<file path="config.mk">
export PLATFORM = sky130hd
export DESIGN_NAME = sync_fifo_flat
export DESIGN_NICKNAME = d
export VERILOG_FILES = /design/src/rtl/sync_fifo_pkg.sv /design/src/rtl/sync_fifo_if.sv /design/src/rtl/sync_fifo_ctrl.sv /design/src/rtl/sync_fifo.sv /design/src/flat_wrapper.sv
export SDC_FILE = /design/constraint.sdc
export NUM_CORES = 1
export LEC_CHECK = 0
export ABC_AREA = 1
export CORE_MARGIN = 2
export CORE_UTILIZATION = 30
export DETAILED_ROUTE_END_ITERATION = 12
export HOLD_SLACK_MARGIN = 0.08
export SLEW_MARGIN = 20
export SYNTH_ARGS = -nofsm -noshare
export SYNTH_HDL_FRONTEND = slang
export SYNTH_HIERARCHICAL = 1
export SYNTH_SLANG_ARGS = --single-unit
export TNS_END_PERCENT = 20
</file>
<file path="constraint.sdc">
create_clock -name clk -period 3.1 [get_ports clk]
set_input_delay 0.62 -clock clk [delete_from_list [all_inputs] [get_ports clk]]
set_output_delay 0.62 -clock clk [all_outputs]
set_load 0.05 [all_outputs]
</file>
<file path="src/rtl/sync_fifo_pkg.sv">
// Shared width defaults for the byte FIFO and its neighbours in the datapath,
// so producer, FIFO and consumer instances agree on word and address widths.
package sync_fifo_pkg;

  localparam int FIFO_DATA_WIDTH = 8;
  localparam int FIFO_ADDR_WIDTH = 4;

  function automatic int fifo_depth(input int addr_width);
    return 1 << addr_width;
  endfunction

endpackage

</file>
<file path="src/rtl/sync_fifo_if.sv">
// Producer/consumer bundle for sync_fifo: push/pop strobes, head word and status.
interface sync_fifo_if
  import sync_fifo_pkg::*;
#(
  parameter int DATA_WIDTH = FIFO_DATA_WIDTH,
  parameter int ADDR_WIDTH = FIFO_ADDR_WIDTH
) ();

  logic [DATA_WIDTH-1:0] w_data;
  logic                  wr;
  logic                  rd;
  logic [DATA_WIDTH-1:0] r_data;
  logic                  empty;
  logic                  full;
  logic [ADDR_WIDTH:0]   count;

  modport master (
    output w_data, wr, rd,
    input  r_data, empty, full, count
  );

  modport slave (
    input  w_data, wr, rd,
    output r_data, empty, full, count
  );

endinterface

</file>
<file path="src/rtl/sync_fifo_ctrl.sv">
// Pointer, occupancy and flag bookkeeping for sync_fifo; decides which
// strobes are accepted each edge. Storage lives in the top level.
module sync_fifo_ctrl
  import sync_fifo_pkg::*;
#(
  parameter int ADDR_WIDTH = FIFO_ADDR_WIDTH
) (
  input  logic                  clk,
  input  logic                  reset,
  input  logic                  wr,
  input  logic                  rd,
  output logic                  push_o,
  output logic [ADDR_WIDTH-1:0] wptr_o,
  output logic [ADDR_WIDTH-1:0] rptr_o,
  output logic                  empty_o,
  output logic                  full_o,
  output logic [ADDR_WIDTH:0]   count_o
);

  localparam logic [ADDR_WIDTH:0]   DEPTH   = {1'b1, {ADDR_WIDTH{1'b0}}};
  localparam logic [ADDR_WIDTH:0]   CNT_ONE = {{ADDR_WIDTH{1'b0}}, 1'b1};
  localparam logic [ADDR_WIDTH-1:0] PTR_ONE = {{(ADDR_WIDTH-1){1'b0}}, 1'b1};

  logic [ADDR_WIDTH-1:0] wptr_q, wptr_d;
  logic [ADDR_WIDTH-1:0] rptr_q, rptr_d;
  logic [ADDR_WIDTH:0]   count_q, count_d;
  logic                  pop;

  // Flags decode registered occupancy only, so rd/wr never reach them combinationally.
  assign empty_o = (count_q == '0);
  assign full_o  = (count_q == DEPTH);
  assign wptr_o  = wptr_q;
  assign rptr_o  = rptr_q;
  assign count_o = count_q;

  always_comb begin
    push_o  = wr && (!full_o || rd) && !reset;
    pop     = rd && !empty_o;
    wptr_d  = wptr_q;
    rptr_d  = rptr_q;
    count_d = count_q;
    if (push_o) wptr_d = wptr_q + PTR_ONE;
    if (pop)    rptr_d = rptr_q + PTR_ONE;
    case ({push_o, pop})
      2'b10:   count_d = count_q + CNT_ONE;
      2'b01:   count_d = count_q - CNT_ONE;
      default: count_d = count_q;
    endcase
  end

  always_ff @(posedge clk) begin
    if (reset) begin
      wptr_q  <= '0;
      rptr_q  <= '0;
      count_q <= '0;
    end else begin
      wptr_q  <= wptr_d;
      rptr_q  <= rptr_d;
      count_q <= count_d;
    end
  end

endmodule

</file>
<file path="src/rtl/sync_fifo.sv">
// First-word-fall-through byte FIFO: register array plus head-word mux;
// bookkeeping is delegated to sync_fifo_ctrl.
module sync_fifo
  import sync_fifo_pkg::*;
#(
  parameter int DATA_WIDTH = FIFO_DATA_WIDTH,
  parameter int ADDR_WIDTH = FIFO_ADDR_WIDTH
) (
  input logic       clk,
  input logic       reset,
  sync_fifo_if.slave bus
);

  localparam int DEPTH = fifo_depth(ADDR_WIDTH);

  logic [DATA_WIDTH-1:0] mem_q [DEPTH];
  logic                  push;
  logic [ADDR_WIDTH-1:0] wptr;
  logic [ADDR_WIDTH-1:0] rptr;
  logic                  empty;
  logic                  full;
  logic [ADDR_WIDTH:0]   count;

  sync_fifo_ctrl #(
    .ADDR_WIDTH(ADDR_WIDTH)
  ) u_ctrl (
    .clk    (clk),
    .reset  (reset),
    .wr     (bus.wr),
    .rd     (bus.rd),
    .push_o (push),
    .wptr_o (wptr),
    .rptr_o (rptr),
    .empty_o(empty),
    .full_o (full),
    .count_o(count)
  );

  // Array is deliberately left out of reset; stale words are masked by empty.
  always_ff @(posedge clk) begin
    if (push) mem_q[wptr] <= bus.w_data;
  end

  assign bus.r_data = empty ? '0 : mem_q[rptr];
  assign bus.empty  = empty;
  assign bus.full   = full;
  assign bus.count  = count;

endmodule

</file>
<file path="src/flat_wrapper.sv">
// flat-port wrapper written by rule: the top's interface ports become plain ports
module sync_fifo_flat import sync_fifo_pkg::*;
#(
  parameter int DATA_WIDTH = FIFO_DATA_WIDTH,
  parameter int ADDR_WIDTH = FIFO_ADDR_WIDTH
)
  (clk, reset, bus_w_data, bus_wr, bus_rd, bus_r_data, bus_empty, bus_full, bus_count);
  sync_fifo_if #(.DATA_WIDTH(DATA_WIDTH), .ADDR_WIDTH(ADDR_WIDTH)) bus_i ();
  input logic clk;
  input logic reset;
  input wire logic [$bits(bus_i.w_data)-1:0] bus_w_data;
  input wire logic [$bits(bus_i.wr)-1:0] bus_wr;
  input wire logic [$bits(bus_i.rd)-1:0] bus_rd;
  output wire logic [$bits(bus_i.r_data)-1:0] bus_r_data;
  output wire logic [$bits(bus_i.empty)-1:0] bus_empty;
  output wire logic [$bits(bus_i.full)-1:0] bus_full;
  output wire logic [$bits(bus_i.count)-1:0] bus_count;
  assign bus_i.w_data = bus_w_data;
  assign bus_i.wr = bus_wr;
  assign bus_i.rd = bus_rd;
  assign bus_r_data = bus_i.r_data;
  assign bus_empty = bus_i.empty;
  assign bus_full = bus_i.full;
  assign bus_count = bus_i.count;
  sync_fifo #(.DATA_WIDTH(DATA_WIDTH), .ADDR_WIDTH(ADDR_WIDTH)) u_core (.clk(clk), .reset(reset), .bus(bus_i));
endmodule
</file>
== Yosys cells after proc, flatten, opt, wreduce, memory -nomap -nowiden ==
Memories as Yosys holds them, arrays and structs flattened. A register that Yosys moved wholly into a read port is not among the register bits.
Cells that the tools add are included.

* Muxes and demuxes: 6
* $add $sub $neg: 4
* Equality and inequality tests: 3
* Reduce and logical (&&, ||, !) cells: 9

{| class="wikitable"
|+ Operators with widths
! kind !! count
|-
| $pmux 5 s2 || 1
|-
| $add 4x1->4 const B || 2
|-
| $mux 4 || 2
|-
| $mux 8 || 1
|-
| $add 5x1->5 const B || 1
|-
| $eq 5x5->1 const B || 1
|-
| $logic_not 5->1 || 1
|-
| $sub 5x1->5 const B || 1
|-
| $logic_and 1x1->1 || 3
|-
| $logic_not 1->1 || 3
|-
| $eq 2x1->1 const B || 1
|-
| $eq 2x2->1 const B || 1
|-
| $mux 1 || 2
|-
| $reduce_bool 2->1 || 1
|-
| $logic_or 1x1->1 || 1
|}

* Output and inout port bits: 15
* Memories: 1
* Bits of input ports: 12
* Logic and storage cells: 26
* Register bits after elaboration: 13
* Bits in writable memories: 128

{| class="wikitable"
|+ Memories
! memory !! words !! width !! rd ports !! clocked after memory_dff !! wr ports !! line !! text
|-
| u_core.mem_q || 16 || 8 || 1 || 1 || 1 || sync_fifo.sv:16 || <nowiki>logic [DATA_WIDTH-1:0] mem_q [DEPTH];</nowiki>
|}

== Logic depth before layout (Yosys ltp) ==
* Depth in word-level cells: 7
* Depth in mapped cells: 14
* Mapped depth without buffers: 14

== Hierarchy ==
The synthesis kept the hierarchy.

{| class="wikitable"
|+ By module, submodules not included
! module !! area each (um^2) !! cells an instance !! sequential area each (um^2) !! times used
|-
| sync_fifo || 5525.3 || 528 || 3843.7 || 1
|-
| sync_fifo_ctrl || 813.3 || 115 || 260.2 || 1
|}

== Worst setup path before layout ==
Ideal clock, no wire load.

* Path kind: reg2out
* From: reg u_core.u_ctrl.count_q[0], in the netlist u_core/u_ctrl/count_o[0]
* To: out bus_r_data[0]
* Buffers on the path: 1
* Data required time: 2.480 ns
* Stages on the path, launching flop included: 6
* Arrival: 2.195 ns
* Setup slack: 0.285 ns
* Path through: dfxtp_1 > nor2_4 > nand3_2 > inv_1 > buf_1 > a21oi_1

* Word-level cells in the longest chain between the ends: 2

{| class="wikitable"
|+ Ends and longest elaborated chain
! item !! line !! text
|-
| from (decl) || sync_fifo_ctrl.sv:26 || <nowiki>logic [ADDR_WIDTH:0] count_q, count_d;</nowiki>
|-
| from (signal assigned) || sync_fifo_ctrl.sv:59 || <nowiki>count_q <= count_d;</nowiki>
|-
| $logic_not 5->1 || sync_fifo_ctrl.sv:30 || <nowiki>assign empty_o = (count_q == '0);</nowiki>
|-
| named net bus_empty || flat_wrapper.sv:15 || <nowiki>output wire logic [$bits(bus_i.empty)-1:0] bus_empty;</nowiki>
|-
| $mux 8 || sync_fifo.sv:44 || <nowiki>assign bus.r_data = empty ? '0 : mem_q[rptr];</nowiki>
|-
| to (decl) || flat_wrapper.sv:14 || <nowiki>output wire logic [$bits(bus_i.r_data)-1:0] bus_r_data;</nowiki>
|}

The timed path passes the listed nets, and every way through them passes these cells.

== Final worst setup path ==
* From: reg u_core.u_ctrl.count_q[0], in the netlist u_core/u_ctrl/count_o[0]
* To: out bus_empty

* Word-level cells in the longest chain between the ends: 1

{| class="wikitable"
|+ Ends and longest elaborated chain
! item !! line
|-
| $logic_not 5->1 || sync_fifo_ctrl.sv:30
|-
| to (decl) || flat_wrapper.sv:15
|}

Every way passes these cells.

==> flow_summary.yaml <==
cts:
  cts_resized: 0
  clk-insertion-delay-late_ns: 0.41
  cts.sinks: 141
  hold_buffers: 0
  cts_tree: "done"
  ctsRootBufferMaster: "clkbuf_16"
  cts_setup_buffers: 0
  htree_levels: 4
  cts_max_path_buffers: 2
  numCtsBuffers: 17
  path_clk_slew_ns: 0.06
run:
  cap_violations: 0
logic_synthesis:
  ys_seq_area_share_pct: 64.75
  synth.avg_cell_area_um2: 9.858
  yosysWarnings: 6
  synth_cell_types: 27
  ys_seq_elements: 141
  synth_area_mm2: 0.006339
  syn_inst: 643
  syn-num-nets: 662
pwr:
  internal_power_mw: 4.245
  p_sw_mw: 2.334
  p_clk_share_pct: 32.2
  swShare_pct: 35.48
  powerDensity_mw_per_mm2: 856.9
  peakVddDrop_mv: 0.6785
  p_seq_share_pct: 33.6
  p_leak_nw: 3.183
  p_comb_share_pct: 34.2
  p_total_mw: 6.579
detailed_routing:
  via_per_inst: 4.460
  route.vias.total: 4353
  drc: 0
  ant_nets: 0
  drt_iter0_drc: 307
  wl_per_cell_um: 14.75
  drt-pass1-iter-count: 5
  finalWirelength_um: 14400
placed_design:
  place_area_mm2: 0.007057
  dpl_worst_slack_ns: 0.1451
  hpwl_um: 8981
  port_buffers: 26
  placedCellCount: 944
  gp_congestion: 0.8246
floorplanning:
  dieArea_mm2: 0.02231
  die_h_um: 149.4
  ios: 27
  start_util_pct: 30.34
  num_rows: 53
  fp.coreArea_mm2: 0.02089
  die_x_um: 149.4
setup_path:
  arrival_ns: 2.42
  max_stage_delay_ns: 0.91
  rr_worst_depth: 13
  r2r-start: "u_core/u_ctrl/count_o[0]"
  worstReg2RegEnd: "u_core/u_ctrl/count_o[3]"
  cp-end-kind: "output pin"
  start_kind: "flip-flop"
  cp_max_fo: 9
  critPathKind: "reg -> out"
  worst_path_max_delay_cell: "clkdlybuf4s50_1"
  r2r_slack_ns: 0.83
  crit_chain: "nor2_4 -> nand3_2 -> inv_1 -> clkdlybuf4s50_1"
  cp.required_ns: 2.48
layout:
  drive_above_1_share_pct: 10.84
  antenna_cells: 0
  fin_util_pct: 36.75
  multi_input_area_mm2: 0.001743
  final_common_cell: "nand2_1"
  layoutNonFillerInstCount: 976
  syn_to_final_growth_pct: 21.12
  fillers: 2071
  nNetsFinal: 707
  final_cell_area_mm2: 0.007677
  final_cell_mix: "nand2_1, edfxtp_1, nand3_1, inv_1, nor2_1"
  seqCellArea_mm2: 0.004105
outcome:
  status: "complete, no violations"
timing:
  fin_setup_tns_ns: 0
  hold_ws_ns: 0.5629
  hold_violations: 0
  worst_slew_pin_slew_ns: 0.6886
  period_needed_ns: 3.038
  fin_ws_ns: 0.06192
  finalSetupViolCount: 0
  rsz0062_at_grt: "false"
  finalMaxSlewViolations: 0
  fmax_mhz: 329.2
  fin_crit_sh_pct: 98.00
  skew_ns: 0.007560
  relSlewSlack_pct: 53.95
grt:
  grtUsageTotal_pct: 13.78
  grt_pass1_vias: 4171
  grt_antenna_before_repair: 0
  grt_pass1_wl_um: 22860
  overflow: 0
  grt_max_degree: 69
hold_path:
  whs_endpoint: "u_core/u_ctrl/count_o[4]"
  min_from: "u_core/u_ctrl/count_o[4]"
  worstHoldPathCells: 2
  worstHoldPathType: "reg -> reg"
-- registers in the layout, summed over array words and instances, names as in the netlist --
signal / cells
u_core/mem_q: 128
u_core/u_ctrl/count_o: 5
u_core/u_ctrl/rptr_o: 4
u_core/u_ctrl/wptr_o: 4
-- layer usage --
layer | global-route usage (%) | up-vias | wire [um]
li1 | - | 2178 | -
met1 | 19.22 | 2045 | 6902
met2 | 20.41 | 115 | 6423
met3 | 3.609 | 15 | 865
met4 | 5.524 | 0 | 204
met5 | 0 | - | 0
-- critical path, delay by kind of cell (launching register included) --
family	cells	cell delay, ns
and+or+nand+nor	2	0.31
buffers and inverters	2	1.30
DFF	1	0.39
-- power groups by stage --
stage	Sequential, mW	Clock, mW	Combinational, mW
after global placement	2.25	0	2.24
after global routing	2.22	2.24	2.47
after CTS	2.21	2.16	2.26
final	2.21	2.12	2.25
after detailed placement	2.25	0	2.25
after floorplan	2.32	0	1.42
-- cell families after synthesis --
| family | Yosys count | synth area share [%] |
|---|---|---|
| simple gates | 361 | 24.10 |
| fa+ha+maj | 7 | 1.500 |
| flops | 141 | 64.75 |
| buf+inv | 113 | 7.758 |
| compound gates | 17 | 1.342 |
| xor+xnor | 4 | 0.5528 |
-- final cells by class --
class / count / area share (%)
Sequential cell: 141 / 53.47
Multi-Input combinational cell: 389 / 22.70
Timing Repair Buffer: 52 / 6.975
Clock buffer: 17 / 5.541
Tap cell: 275 / 4.482
Inverter: 87 / 4.286
Clock inverter: 15 / 2.542
-- cell usage after synthesis, drive strengths merged --
library cell / instances / share of area, %
nand3b: 2 / 0.24
xnor2: 1 / 0.14
inv: 87 / 5.2
fa: 1 / 0.32
edfxtp: 128 / 61
dfxtp: 13 / 4.1
ha: 6 / 1.2
a21oi: 13 / 1.0
nand3: 88 / 7.0
xor2: 3 / 0.41
nand4: 3 / 0.53
or2: 1 / 0.099
nand2: 227 / 14
buf: 25 / 2.5
nor2: 40 / 2.6
o21ai: 4 / 0.32
clkbuf: 1 / 0.059
-- worst max path at each step --
stage          slack, ns  cells past startpoint                     start                        to
2_1_floorplan       0.29                      5  u_core/u_ctrl/count_o[0]             bus_r_data[0]
3_3_place_gp        0.21                     14                    bus_rd  u_core/u_ctrl/count_o[4]
3_5_place_dp        0.15                     14                    bus_rd  u_core/u_ctrl/count_o[3]
4_1_cts             0.08                      4  u_core/u_ctrl/count_o[0]                 bus_empty
5_1_grt            0.002                      4  u_core/u_ctrl/count_o[0]                 bus_empty
6_report            0.06                      4  u_core/u_ctrl/count_o[0]                 bus_empty
Note: power is estimated with default switching activity, not from simulation.
